### config.mk
export PLATFORM = sky130hd
export DESIGN_NAME = fft_wb_arbiter
export DESIGN_NICKNAME = d
export VERILOG_FILES = /design/src/rtl/fft_wb_arbiter.sv
export SDC_FILE = /design/constraint.sdc
export NUM_CORES = 1
export LEC_CHECK = 0
export BUFFER_PORTS_ARGS = -buffer_cell sky130_fd_sc_hd__buf_2
export CORE_AREA = 3 3 110 112
export CTS_CLUSTER_SIZE = 12
export DETAILED_ROUTE_END_ITERATION = 6
export DIE_AREA = 0 0 113 115
export PLACE_DENSITY_LB_ADDON = 0.1
export SKIP_CTS_REPAIR_TIMING = 1
export SLEW_MARGIN = 20
export SYNTH_ARGS = -nofsm -noshare
export SYNTH_HDL_FRONTEND = slang
export SYNTH_SLANG_ARGS = --single-unit
export TNS_END_PERCENT = 100
### constraint.sdc
create_clock -name clk -period 1.51 [get_ports clk]
set_input_delay 0.0755 -clock clk [delete_from_list [all_inputs] [get_ports clk]]
set_output_delay 0.0755 -clock clk [all_outputs]
set_load 0.05 [all_outputs]
### src/rtl/fft_wb_arbiter.sv
// Round-robin Wishbone arbiter sharing the FFT accelerator slave port between
// NR_MASTERS masters. A grant is held for a whole CYC tenure. A watchdog aborts
// any strobe the slave leaves unanswered, and the aborted master gets an error.
module fft_wb_arbiter #(
  parameter int unsigned NR_MASTERS = 2,
  parameter int unsigned TIMEOUT    = 255,
  parameter int unsigned AW         = 32,
  parameter int unsigned DW         = 32
) (
  input  logic                         clk,
  input  logic                         rst,
  input  logic [NR_MASTERS*AW-1:0]     m_adr_i,
  input  logic [NR_MASTERS*DW-1:0]     m_dat_i,
  input  logic [NR_MASTERS*(DW/8)-1:0] m_sel_i,
  input  logic [NR_MASTERS-1:0]        m_we_i,
  input  logic [NR_MASTERS-1:0]        m_cyc_i,
  input  logic [NR_MASTERS-1:0]        m_stb_i,
  output logic [NR_MASTERS-1:0]        m_ack_o,
  output logic [NR_MASTERS-1:0]        m_err_o,
  output logic [DW-1:0]                m_dat_o,
  output logic [AW-1:0]                s_adr_o,
  output logic [DW-1:0]                s_dat_o,
  output logic [DW/8-1:0]              s_sel_o,
  output logic                         s_we_o,
  output logic                         s_cyc_o,
  output logic                         s_stb_o,
  input  logic                         s_ack_i,
  input  logic                         s_err_i,
  input  logic [DW-1:0]                s_dat_i,
  output logic [NR_MASTERS-1:0]        grant_o,
  output logic                         timeout_o
);

  localparam int unsigned IW     = (NR_MASTERS > 1) ? $clog2(NR_MASTERS) : 1;
  localparam int unsigned SW     = DW / 8;
  localparam logic [15:0] CntMax = 16'(TIMEOUT - 1);

  typedef enum logic [1:0] {StIdle, StGrant, StAbort} state_e;

  state_e                r_state, w_state_nxt;
  logic [NR_MASTERS-1:0] r_grant;
  logic [IW-1:0]         r_gidx;
  logic [IW-1:0]         r_last;
  logic [15:0]           r_cnt, w_cnt_nxt;

  logic                  w_pick_vld;
  logic [IW-1:0]         w_pick_idx;
  logic [AW-1:0]         w_adr_g;
  logic [DW-1:0]         w_dat_g;
  logic [SW-1:0]         w_sel_g;
  logic                  w_we_g, w_cyc_g, w_stb_g;
  logic                  w_timeout;

  // Round-robin search: first requester at or after last+1, wrapping around.
  always_comb begin : rr_pick
    int unsigned v_idx;
    logic [IW-1:0] v_sel;
    w_pick_vld = 1'b0;
    w_pick_idx = '0;
    v_idx      = 0;
    v_sel      = '0;
    for (int unsigned k = 1; k <= NR_MASTERS; k++) begin
      v_idx = (32'(r_last) + k) % NR_MASTERS;
      v_sel = IW'(v_idx);
      if (!w_pick_vld && m_cyc_i[v_sel]) begin
        w_pick_vld = 1'b1;
        w_pick_idx = v_sel;
      end
    end
  end

  // Mux out the signals of the currently granted master.
  always_comb begin
    w_adr_g = '0;
    w_dat_g = '0;
    w_sel_g = '0;
    w_we_g  = 1'b0;
    w_cyc_g = 1'b0;
    w_stb_g = 1'b0;
    for (int unsigned i = 0; i < NR_MASTERS; i++) begin
      if (r_gidx == IW'(i)) begin
        w_adr_g = m_adr_i[i*AW +: AW];
        w_dat_g = m_dat_i[i*DW +: DW];
        w_sel_g = m_sel_i[i*SW +: SW];
        w_we_g  = m_we_i[i];
        w_cyc_g = m_cyc_i[i];
        w_stb_g = m_stb_i[i];
      end
    end
  end

  // Watchdog: an ack or err in the limit cycle wins over the abort.
  always_comb begin
    w_timeout = (r_state == StGrant) && w_cyc_g && w_stb_g && !s_ack_i && !s_err_i &&
                (r_cnt == CntMax);
    w_cnt_nxt = '0;
    if ((r_state == StGrant) && w_cyc_g && w_stb_g && !s_ack_i && !s_err_i && !w_timeout) begin
      w_cnt_nxt = r_cnt + 16'd1;
    end
  end

  // Next-state logic.
  always_comb begin
    w_state_nxt = r_state;
    unique case (r_state)
      StIdle: begin
        if (w_pick_vld) w_state_nxt = StGrant;
      end
      StGrant: begin
        if (!w_cyc_g)       w_state_nxt = StIdle;
        else if (w_timeout) w_state_nxt = StAbort;
      end
      StAbort: w_state_nxt = StIdle;
      default: w_state_nxt = StIdle;
    endcase
  end

  // State, grant, round-robin pointer and watchdog counter registers.
  always_ff @(posedge clk or posedge rst) begin
    if (rst) begin
      r_state <= StIdle;
      r_grant <= '0;
      r_gidx  <= '0;
      r_last  <= IW'(NR_MASTERS - 1);
      r_cnt   <= '0;
    end else begin
      r_state <= w_state_nxt;
      r_cnt   <= w_cnt_nxt;
      if ((r_state == StIdle) && w_pick_vld) begin
        r_gidx  <= w_pick_idx;
        r_grant <= NR_MASTERS'(1) << w_pick_idx;
      end else if ((r_state != StIdle) && (w_state_nxt == StIdle)) begin
        r_last  <= r_gidx;
        r_grant <= '0;
      end
    end
  end

  // Output decode: slave bus follows the owner only in GRANT; responses go to the owner only.
  always_comb begin
    s_adr_o   = '0;
    s_dat_o   = '0;
    s_sel_o   = '0;
    s_we_o    = 1'b0;
    s_cyc_o   = 1'b0;
    s_stb_o   = 1'b0;
    m_ack_o   = '0;
    m_err_o   = '0;
    m_dat_o   = '0;
    timeout_o = 1'b0;
    unique case (r_state)
      StGrant: begin
        s_adr_o = w_adr_g;
        s_dat_o = w_dat_g;
        s_sel_o = w_sel_g;
        s_we_o  = w_we_g;
        s_cyc_o = w_cyc_g;
        s_stb_o = w_stb_g;
        m_ack_o = r_grant & {NR_MASTERS{s_ack_i}};
        m_err_o = r_grant & {NR_MASTERS{s_err_i}};
        m_dat_o = s_dat_i;
      end
      StAbort: begin
        m_err_o   = r_grant;
        timeout_o = 1'b1;
      end
      default: ;
    endcase
  end

  assign grant_o = r_grant;

endmodule

# Word-level counts from Yosys, hierarchy flattened
# Cells that the tools add are included.
# Widths: inputs -> output; s select.
classes:
  addsub: 3
  multipliers: 0
  div: 0
  magnitude_cmp: 2
  eq_ne: 3
  n_shift: 1
  n_mux: 31
  bitwise_logic: 3
  reduce_logical: 18
op_table:
  columns: ["cell", "n"]
  rows:
  - ["$mux 32", 5]
  - ["$add 16x1->16 const B", 1]
  - ["$eq 16x8->1 const B", 1]
  - ["$mux 16", 1]
  - ["$mux 1", 15]
  - ["$mux 2", 6]
  - ["$logic_and 1x1->1", 9]
  - ["$mux 4", 2]
  - ["$pmux 2 s2", 2]
  - ["$and 2x2->2", 2]
  - ["$logic_not 1->1", 4]
  - ["$logic_not 2->1", 2]
  - ["$lt 1x2->1 const B", 2]
  - ["$reduce_bool 2->1", 2]
  - ["$add 1x1->1 const B", 2]
  - ["$eq 2x1->1 const B", 1]
  - ["$eq 2x2->1 const B", 1]
  - ["$reduce_and 2->1", 1]
  - ["$shl 1x1->2 const A", 1]
  - ["$not 1->1", 1]
word_totals:
  ff_bits: 22
  latch_bits: 0
  mem_bits_rw: 0
  rom_bits: 0
  inputBits: 178
  mem_count: 0

# Depth between registers and ports, before layout
# Gate-level depths: netlist of run 1.
logic_depth:
  word_depth: 13
  ltp_mapped: 8

# Worst setup path after synthesis of run 1
# Ideal clock, no wire load.
synth_timing:
  path_type: "register to output"
  start: "register r_state[1]"
  end: "output s_adr_o[10]"
  t_arrival_ps: 1937
  slack_ps: -502
  path_stages_with_launch: 7
  path_buffers: 3
  cell_sequence: "dfrtp_1 inv_1 ha_1 buf_2 clkbuf_1 clkbuf_1 nor2b_1"
synth_between:
  elab_chain_cells: 2
synth_lines:
  columns: ["item", "line_no", "rtl"]
  rows:
  - ["start: declaration", "40", "state_e r_state, w_state_nxt;"]
  - ["start signal: assignment", "121", "r_state <= StIdle;"]
  - ["start signal: assignment", "127", "r_state <= w_state_nxt;"]
  - ["$eq 2x1->1", "151", "unique case (r_state)"]
  - ["$mux 32", "151", null]
  - ["end: declaration", "21", "output logic [AW-1:0] s_adr_o,"]
# Every way passes these cells.

# Worst setup path in the final report of run 1
layout_timing:
  start: "register r_gidx"
  end: "output s_dat_o[18]"
layout_between:
  elab_chain_cells: 2
layout_lines:
  columns: ["item", "line_no", "rtl"]
  rows:
  - ["start: declaration", "42", "logic [IW-1:0] r_gidx;"]
  - ["start signal: assignment", "130", "r_gidx <= w_pick_idx;"]
  - ["$mux 32", "81", "if (r_gidx == IW'(i)) begin"]
  - ["$mux 32", "151", null]
  - ["end: declaration", "22", "output logic [DW-1:0] s_dat_o,"]
# Every way passes these cells.

==> results of run 1 <==
sequential cells by signal, indices dropped and copies added, names as in the netlist:
name / flops
grant_o: 2
r_gidx: 1
r_last: 1
r_cnt: 16
r_state: 2
worst max path at each step:
stage / from / end / slack [ns] / cells after the start
finish: r_gidx / s_dat_o[18] / -0.17 / 4
global route: r_gidx / s_adr_o[16] / -0.23 / 4
CTS: r_gidx / s_dat_o[20] / -0.41 / 4
detailed placement: r_gidx / s_dat_o[20] / -0.13 / 4
global placement: r_gidx / s_dat_o[20] / -0.13 / 4
floorplan: r_state[1] / s_adr_o[0] / -0.02 / 5
critical path: stages, from the launching register on:
cell	delay, ns
dfrtp_4	0.54
clkbuf_16	0.25
mux2i_4	0.31
nor2b_2	0.09
buf_12	0.15
layer usage:
layer | global-route usage | vias to the layer above | routed length, um
met2 | 0.286 | 158 | 7260
met1 | 0.230 | 1656 | 6300
li1 | - | 1694 | -
met4 | 0.0144 | 12 | 58
met5 | 0 | - | 69
met3 | 0.0874 | 15 | 1620
power breakdown:
group          internal (mW)  switching, mW
Clock                  0.405          0.217
Sequential             0.682          0.148
Combinational           5.48           7.16
per-stage QoR:
| stage | total power, mW | cells | setup WS (ns) | TNS, ns |
|---|---|---|---|---|
| after global routing | 14.6 | 774 | -0.229 | -19.59 |
| final | 14.1 | 775 | -0.174 | -13.16 |
| after detailed placement | 10.7 | 751 | -0.131 | -1.08 |
| after floorplan | 7.95 | 315 | -0.0179 | -0.731 |
| after global placement | 10.6 | 751 | -0.131 | -0.601 |
| after CTS | 11.3 | 755 | -0.414 | -29.53 |
layout by cell type (no fill, tap or decap), drive strengths merged, types with 2 or more instances in the layout:
master / netlist / routed
and3: 2 / 2
nor4b: 2 / 2
nand4: 4 / 4
inv: 7 / 7
and2: 36 / 36
o21ai: 2 / 2
a21oi: 2 / 2
nor3: 3 / 3
xnor2: 12 / 12
diode: 0 / 2
o22ai: 2 / 2
xor2: 2 / 2
nand2: 11 / 11
nand3: 6 / 6
mux2i: 69 / 69
nor2b: 70 / 70
buf: 10 / 310
mux2: 3 / 3
nor2: 20 / 20
nor4: 6 / 6
dfrtp: 21 / 21
ha: 5 / 5
clkbuf: 12 / 26
layout make-up:
type | count | area [um^2] | share of cell area
Multi-Input combinational cell | 264 | 2720 | 0.433
Timing Repair Buffer | 333 | 2700 | 0.430
Sequential cell | 22 | 557 | 0.0888
Tap cell | 143 | 179 | 0.0285
Clock buffer | 4 | 88.8 | 0.0142
Inverter | 7 | 26.3 | 0.00419
Antenna cell | 2 | 5.00 | 0.000798
cells by family (layout without fill, tap and decap cells):
kind of cell / after synthesis / count (layout) / synth area share
other: 0 / 2 / 0
multiplexers: 72 / 72 / 0.275
AND/OR/NAND/NOR: 164 / 164 / 0.377
AO/OA/AOI/OAI: 9 / 9 / 0.0203
adder cells (fa/ha/maj): 5 / 5 / 0.0236
flip-flops: 22 / 22 / 0.208
XOR/XNOR: 14 / 14 / 0.0463
buffers and inverters: 29 / 344 / 0.0500
==> flow_summary.json, run 1 <==
{
  "ioPinCount": 288,
  "yosysMostFrequentCell": "nor2b_1",
  "worstHoldPathCells": 3,
  "fin_crit_sh": 1.12,
  "violations": "setup timing",
  "synth_edf_count": 0,
  "hold_path.class": "in -> reg",
  "status": "complete, but fails checks",
  "dieArea_um2": 13000,
  "cts-buffers-inserted": 3,
  "drt_iter0_markers": 133,
  "clock-root-buffer": "clkbuf_16",
  "holdWs_ns": 0.170,
  "min_from": "m_cyc_i[1]",
  "fin_util": 0.554,
  "totalWireLength_um": 15300,
  "synth_common_cells": "nor2b_1, mux2i_1, and2_1",
  "core-area_um2": 11300,
  "synth_cells": 315,
  "dp_hpwl_um": 11200,
  "required_ns": 1.43,
  "antenna_found_initial": 7,
  "synth_top_area_cell": "mux2i_1",
  "worstSetupPathType": "reg -> out",
  "synth_flop_cell": "dfrtp_1",
  "port_buffers": 287,
  "synth_top_area_share": 0.261,
  "clk_latency_ns": 0.26,
  "grt_usage": 0.179,
  "reg2reg_to": "r_last",
  "final_cell_area_um2": 6270,
  "ys_warn_count": 0,
  "syn-cell-area_um2": 2650,
  "grt_pass1_wl_um": 18100,
  "fill_cells": 991,
  "clk_path_buf_depth": 2,
  "grt_pass1_vias": 3184,
  "grt_max_degree": 58,
  "slew_violations": 0,
  "fin_worst_skew_ns": 0.00184,
  "r2r_cells": 4,
  "die_y_um": 115,
  "leakage_nw": 3.08,
  "setup_violations": 126,
  "reg2reg_slack_ns": -0.15,
  "end_kind": "output port",
  "drive_gt1_frac": 0.816,
  "final_antenna_net_count": 0,
  "ir_drop_v": 0.00158,
  "min_period_ns": 1.68,
  "synthArstFlopShare": 1.00,
  "synth_area_per_cell_um2": 8.41,
  "max-cap-violations": 0,
  "r2r_start": "r_gidx",
  "cts-htree-levels": 1,
  "wl_per_cell_um": 19.7,
  "row_count": 39,
  "synth_cell_types": 37,
  "drtPass1Iterations": 4,
  "synth_area_leaders": "mux2i_1, dfrtp_1, nor2b_1",
  "hold_viol": 0,
  "grt_overflow": 0,
  "placed_area_um2": 5030,
  "path_max_fanout": 12,
  "area_growth_pct": 137,
  "synth_seq_cells": 22,
  "synth_fp_nets": 498,
  "cts_sinks": 22,
  "critPathLaunchType": "flip-flop",
  "hold_path_end": "r_gidx",
  "rsz0062_at_grt": "yes",
  "route.detailed.drc": 0,
  "tightest_slew_ns": 0.496,
  "max_freq_mhz": 594,
  "die_w_um": 113,
  "powerDensity_nw_per_um2": 2250,
  "ys_seq_area_frac": 0.208,
  "vias": 3535,
  "relSlewSlack": 0.666,
  "cp.arrival_ns": 1.61,
  "layout_setup_ws_ns": -0.174,
  "place_congestion": 0.783,
  "clk_pin_slew_ns": 0.06,
  "nNetsFinal": 814,
  "avgViaCountPerCell": 4.56,
  "cts_tree": "yes",
  "start_util": 0.234
}
Power figures use the tool's default switching activity.
==> run 2, diff against run 1 <==
- CORE_AREA: 3 3 110 112 -> 3 3 112 114
- CTS_BUF_LIST: unset -> sky130_fd_sc_hd__clkbuf_8
- DIE_AREA: 0 0 113 115 -> 0 0 115 117
- RECOVER_POWER: unset -> 100
==> run 2 against run 1 <==
  * The flow still finishes with violations (setup timing)
  * Sequential power fell by 5.4%
  * First-iteration DRC count fell by 20%
  * Largest cell class is now non-clock buffers
  * Final area rose by 9.1%
  * Non-clock buffer count rose by 16
  * Clock power fell by 29%
==> flow_summary.json, run 2 (synthesis gave the netlist of run 1 again) <==
{
  "r2r_start": "r_gidx",
  "avgViaCountPerCell": 4.53,
  "nNetsFinal": 830,
  "powerDensity_nw_per_um2": 2270,
  "final_cell_mix": "buf_2, buf_6, buf_8, nor2b_4, and2_4",
  "die_w_um": 115,
  "antenna_found_initial": 2,
  "largest_register": "r_cnt",
  "route.detailed.drc": 0,
  "setup_violations": 127,
  "start_util": 0.230,
  "wl_per_cell_um": 19.8,
  "grt_max_degree": 38,
  "vias": 3580,
  "drt_iter0_markers": 106,
  "required_ns": 1.43,
  "grt_pass1_wl_um": 17800,
  "wl_met2_um": 7570,
  "crit_path_top_delay_cell": "dfrtp_4",
  "dieArea_um2": 13500,
  "layout_setup_ws_ns": -0.225,
  "area_growth_pct": 158,
  "totalWireLength_um": 15700,
  "met3_length_um": 1620,
  "hold_viol": 0,
  "clk_path_buf_depth": 2,
  "cts_sinks": 22,
  "rsz0062_at_grt": "yes",
  "place_congestion": 0.851,
  "grt_overflow": 0,
  "path_max_fanout": 8,
  "row_count": 39,
  "status": "complete, but fails checks",
  "ioPinCount": 288,
  "cts-buffers-inserted": 3,
  "violations": "setup timing",
  "drtPass1Iterations": 4,
  "max_freq_mhz": 576,
  "grt_pass1_vias": 3110,
  "power_mw": 15.5,
  "leakage_nw": 3.33,
  "path_cells": "buf_8 > buf_12 > mux2i_2 > nor2b_2 > buf_4 > buf_12",
  "clk_pin_slew_ns": 0.09,
  "holdWs_ns": 0.164,
  "final_common_cell": "buf_2",
  "drive_gt1_frac": 0.813,
  "grt_usage": 0.170,
  "reg2reg_slack_ns": -0.21,
  "end_kind": "output port",
  "min_from": "m_cyc_i[1]",
  "placed_area_um2": 5070,
  "multi_input_area_um2": 2820,
  "fin_worst_skew_ns": 0.00565,
  "cts_tree": "yes",
  "top_layer": "met5",
  "crit_path_start": "r_gidx",
  "cpMostUsedCell": "buf_12",
  "hold_path.class": "in -> reg",
  "fill_cells": 935,
  "fin_util": 0.594,
  "final_cell_area_um2": 6850,
  "ir_drop_v": 0.00146,
  "clock-root-buffer": "clkbuf_8",
  "slew_violations": 0,
  "min_period_ns": 1.73,
  "cp_slowest_stage_delay_ns": 0.53,
  "fin_crit_sh": 1.15,
  "dp_hpwl_um": 11200,
  "final_antenna_net_count": 0,
  "tightest_slew_ns": 0.644,
  "r2r_cells": 5,
  "clk_latency_ns": 0.27,
  "endpoint": "s_dat_o[22]",
  "largest_register_ffs": 16,
  "cts-htree-levels": 1,
  "m1WireLength_um": 6320,
  "reg2reg_to": "r_last",
  "max-cap-violations": 0,
  "cp.arrival_ns": 1.66,
  "relSlewSlack": 0.572,
  "core-area_um2": 11500,
  "port_buffers": 287,
  "worstSetupPathType": "reg -> out",
  "regArea_um2": 557,
  "die_y_um": 117,
  "critPathLaunchType": "flip-flop"
}
[run 2: power by group]
group / switching [mW] / internal [mW]
Combinational: 7.57 / 6.74
Sequential: 0.105 / 0.681
Clock: 0.209 / 0.233
[run 2: worst min-delay path by stage]
stage                             to  slack [ns]  cells after the start
after floorplan           grant_o[0]        0.06                      1
after global placement      r_cnt[9]        0.08                      2
after detailed placement    r_cnt[8]        0.09                      2
after CTS                   r_cnt[8]       -0.20                      2
after global routing          r_gidx        0.19                      3
final                         r_gidx        0.16                      3
[run 2: per-stage QoR]
stage                     instances  setup WS [ns]  TNS [ns]
after floorplan                 315        -0.0179    -0.731
after global placement          757        -0.0395     -1.20
after detailed placement        757        -0.0888     -2.55
after CTS                       761         -0.393    -33.83
after global routing            789         -0.267    -20.00
final                           790         -0.225    -14.64
[run 2: area by class of cell]
type / instances / share of cell area
Multi-Input combinational cell: 264 / 0.411
Timing Repair Buffer: 349 / 0.469
Clock buffer: 4 / 0.00804
Tap cell: 143 / 0.0261
Sequential cell: 22 / 0.0813
Inverter: 7 / 0.00384
Antenna cell: 1 / 0.000366
[run 2: worst max-delay path, delay by kind of cell (launching register included)]
family	cells	cell delay, ns
buf+inv	4	0.61
flops	1	0.53
mux	1	0.20
simple gates	1	0.06
[run 2: metal layers]
layer / up-vias / global-route usage
met2: 171 / 0.254
met1: 1666 / 0.237
met5: - / 0
li1: 1727 / -
met3: 12 / 0.0746
met4: 4 / 0.0110
==> run 3, diff against run 2 <==
- RECOVER_POWER: 100 -> unset
==> run 3 against run 2 <==
  * The flow still finishes with violations (setup timing)
  * Combinational power is essentially flat
  * Non-clock buffer count did not move
  * Worst hold slack got worse by 0.00067 ns
  * Critical path type unchanged
  * Largest cell class unchanged
  * Largest power group unchanged
==> flow_summary.json, run 3 (synthesis gave the netlist of run 1 again) <==
{
  "status": "complete, but fails checks",
  "violations": "setup timing",
  "max_freq_mhz": 576,
  "relSlewSlack": 0.698,
  "layout_setup_ws_ns": -0.226,
  "cts-buffers-inserted": 3,
  "port_buffers": 287,
  "largest_register": "r_cnt",
  "critPathLaunchType": "flip-flop",
  "final_cell_area_um2": 6850,
  "end_kind": "output port",
  "die_w_um": 115,
  "grt_overflow": 0,
  "hold_path.class": "in -> reg",
  "slew_violations": 0,
  "final_common_cell": "buf_2",
  "place_congestion": 0.851,
  "pre_cts_ws_ns": -0.0888,
  "placed_area_um2": 5070,
  "fin_util": 0.595,
  "final_antenna_net_count": 0,
  "reg2reg_slack_ns": -0.21,
  "cts_tree": "yes",
  "cts_sinks": 22,
  "clk_pin_slew_ns": 0.09,
  "crit_path_start": "r_gidx",
  "tightest_slew_ns": 0.448,
  "cts-htree-levels": 1,
  "antenna_found_initial": 2,
  "powerDensity_nw_per_um2": 2270,
  "nNetsFinal": 830,
  "ir_drop_v": 0.00145,
  "vias": 3578,
  "dp_hpwl_um": 11200,
  "r2r_start": "r_gidx",
  "fill_cells": 932,
  "drtPass1Iterations": 4,
  "core-area_um2": 11500,
  "wl_per_cell_um": 19.8,
  "endpoint": "s_dat_o[22]",
  "grt_pass1_wl_um": 17800,
  "required_ns": 1.43,
  "row_count": 39,
  "clk_path_buf_depth": 2,
  "max-cap-violations": 0,
  "start_util": 0.230,
  "clk_latency_ns": 0.27,
  "hold_viol": 0,
  "drive_gt1_frac": 0.816,
  "r2r_cells": 5,
  "area_growth_pct": 158,
  "avgViaCountPerCell": 4.53,
  "drt_iter0_markers": 110,
  "path_max_fanout": 8,
  "reg2reg_to": "r_last",
  "ioPinCount": 288,
  "clock-root-buffer": "clkbuf_8",
  "rsz0062_at_grt": "yes",
  "dieArea_um2": 13500,
  "die_y_um": 117,
  "route.detailed.drc": 0,
  "holdWs_ns": 0.163,
  "largest_register_ffs": 16,
  "min_period_ns": 1.74,
  "fin_crit_sh": 1.15,
  "grt_max_degree": 38,
  "totalWireLength_um": 15700,
  "fin_worst_skew_ns": 0.00565,
  "cp.arrival_ns": 1.66,
  "worstSetupPathType": "reg -> out",
  "leakage_nw": 3.33,
  "setup_violations": 127,
  "grt_usage": 0.170,
  "final_cell_mix": "buf_2, buf_6, buf_8, nor2b_4, and2_4",
  "grt_pass1_vias": 3110
}
## run 3: changes by cell type in the layout (fill, tap and decap cells not counted), sizes merged
cell	previous run	this run
buf	332	336
clkbuf	20	16
## run 3: critical path: stages, from the launching register on
cell     delay (ns)
dfrtp_4        0.53
buf_8          0.16
buf_12         0.14
mux2i_2        0.20
nor2b_2        0.06
buf_4          0.16
buf_12         0.15
## run 3: where the power goes
group	switching, mW	internal [mW]	total [mW]
Combinational	7.57	6.75	14.3
Sequential	0.102	0.681	0.783
Clock	0.210	0.233	0.443
## run 3: metal layers
layer / vias up / GRT usage / wire length (um)
met5: - / 0 / 19
met4: 4 / 0.0110 / 134
met3: 12 / 0.0746 / 1630
met2: 171 / 0.254 / 7570
met1: 1664 / 0.237 / 6300
li1: 1727 / - / -
## run 3: final cells by class
cell class	instances	area (um^2)	share of cell area
tap	143	179	0.0261
antenna	1	2.50	0.000365
clock buffer	4	55.1	0.00804
timing repair buffer	349	3220	0.469
inverter	7	26.3	0.00384
multi-input combinational	264	2820	0.411
sequential	22	557	0.0813
## run 3: through the flow
stage / TNS, ns / total power, mW / std cells
6_report: -14.72 / 15.5 / 790
5_1_grt: -20.00 / 16.1 / 789
4_1_cts: -33.83 / 11.3 / 761
3_5_place_dp: -2.55 / 10.8 / 757
3_3_place_gp: -1.20 / 10.8 / 757
2_1_floorplan: -0.731 / 7.95 / 315
## run 3: worst min-delay path by stage
stage / start / end / slack (ns) / cells past startpoint
after CTS: rst / r_cnt[8] / -0.20 / 2
after floorplan: rst / grant_o[0] / 0.06 / 1
after global routing: m_cyc_i[1] / r_gidx / 0.19 / 3
after detailed placement: rst / r_cnt[8] / 0.09 / 2
after global placement: rst / r_cnt[9] / 0.08 / 2
final: m_cyc_i[1] / r_gidx / 0.16 / 3
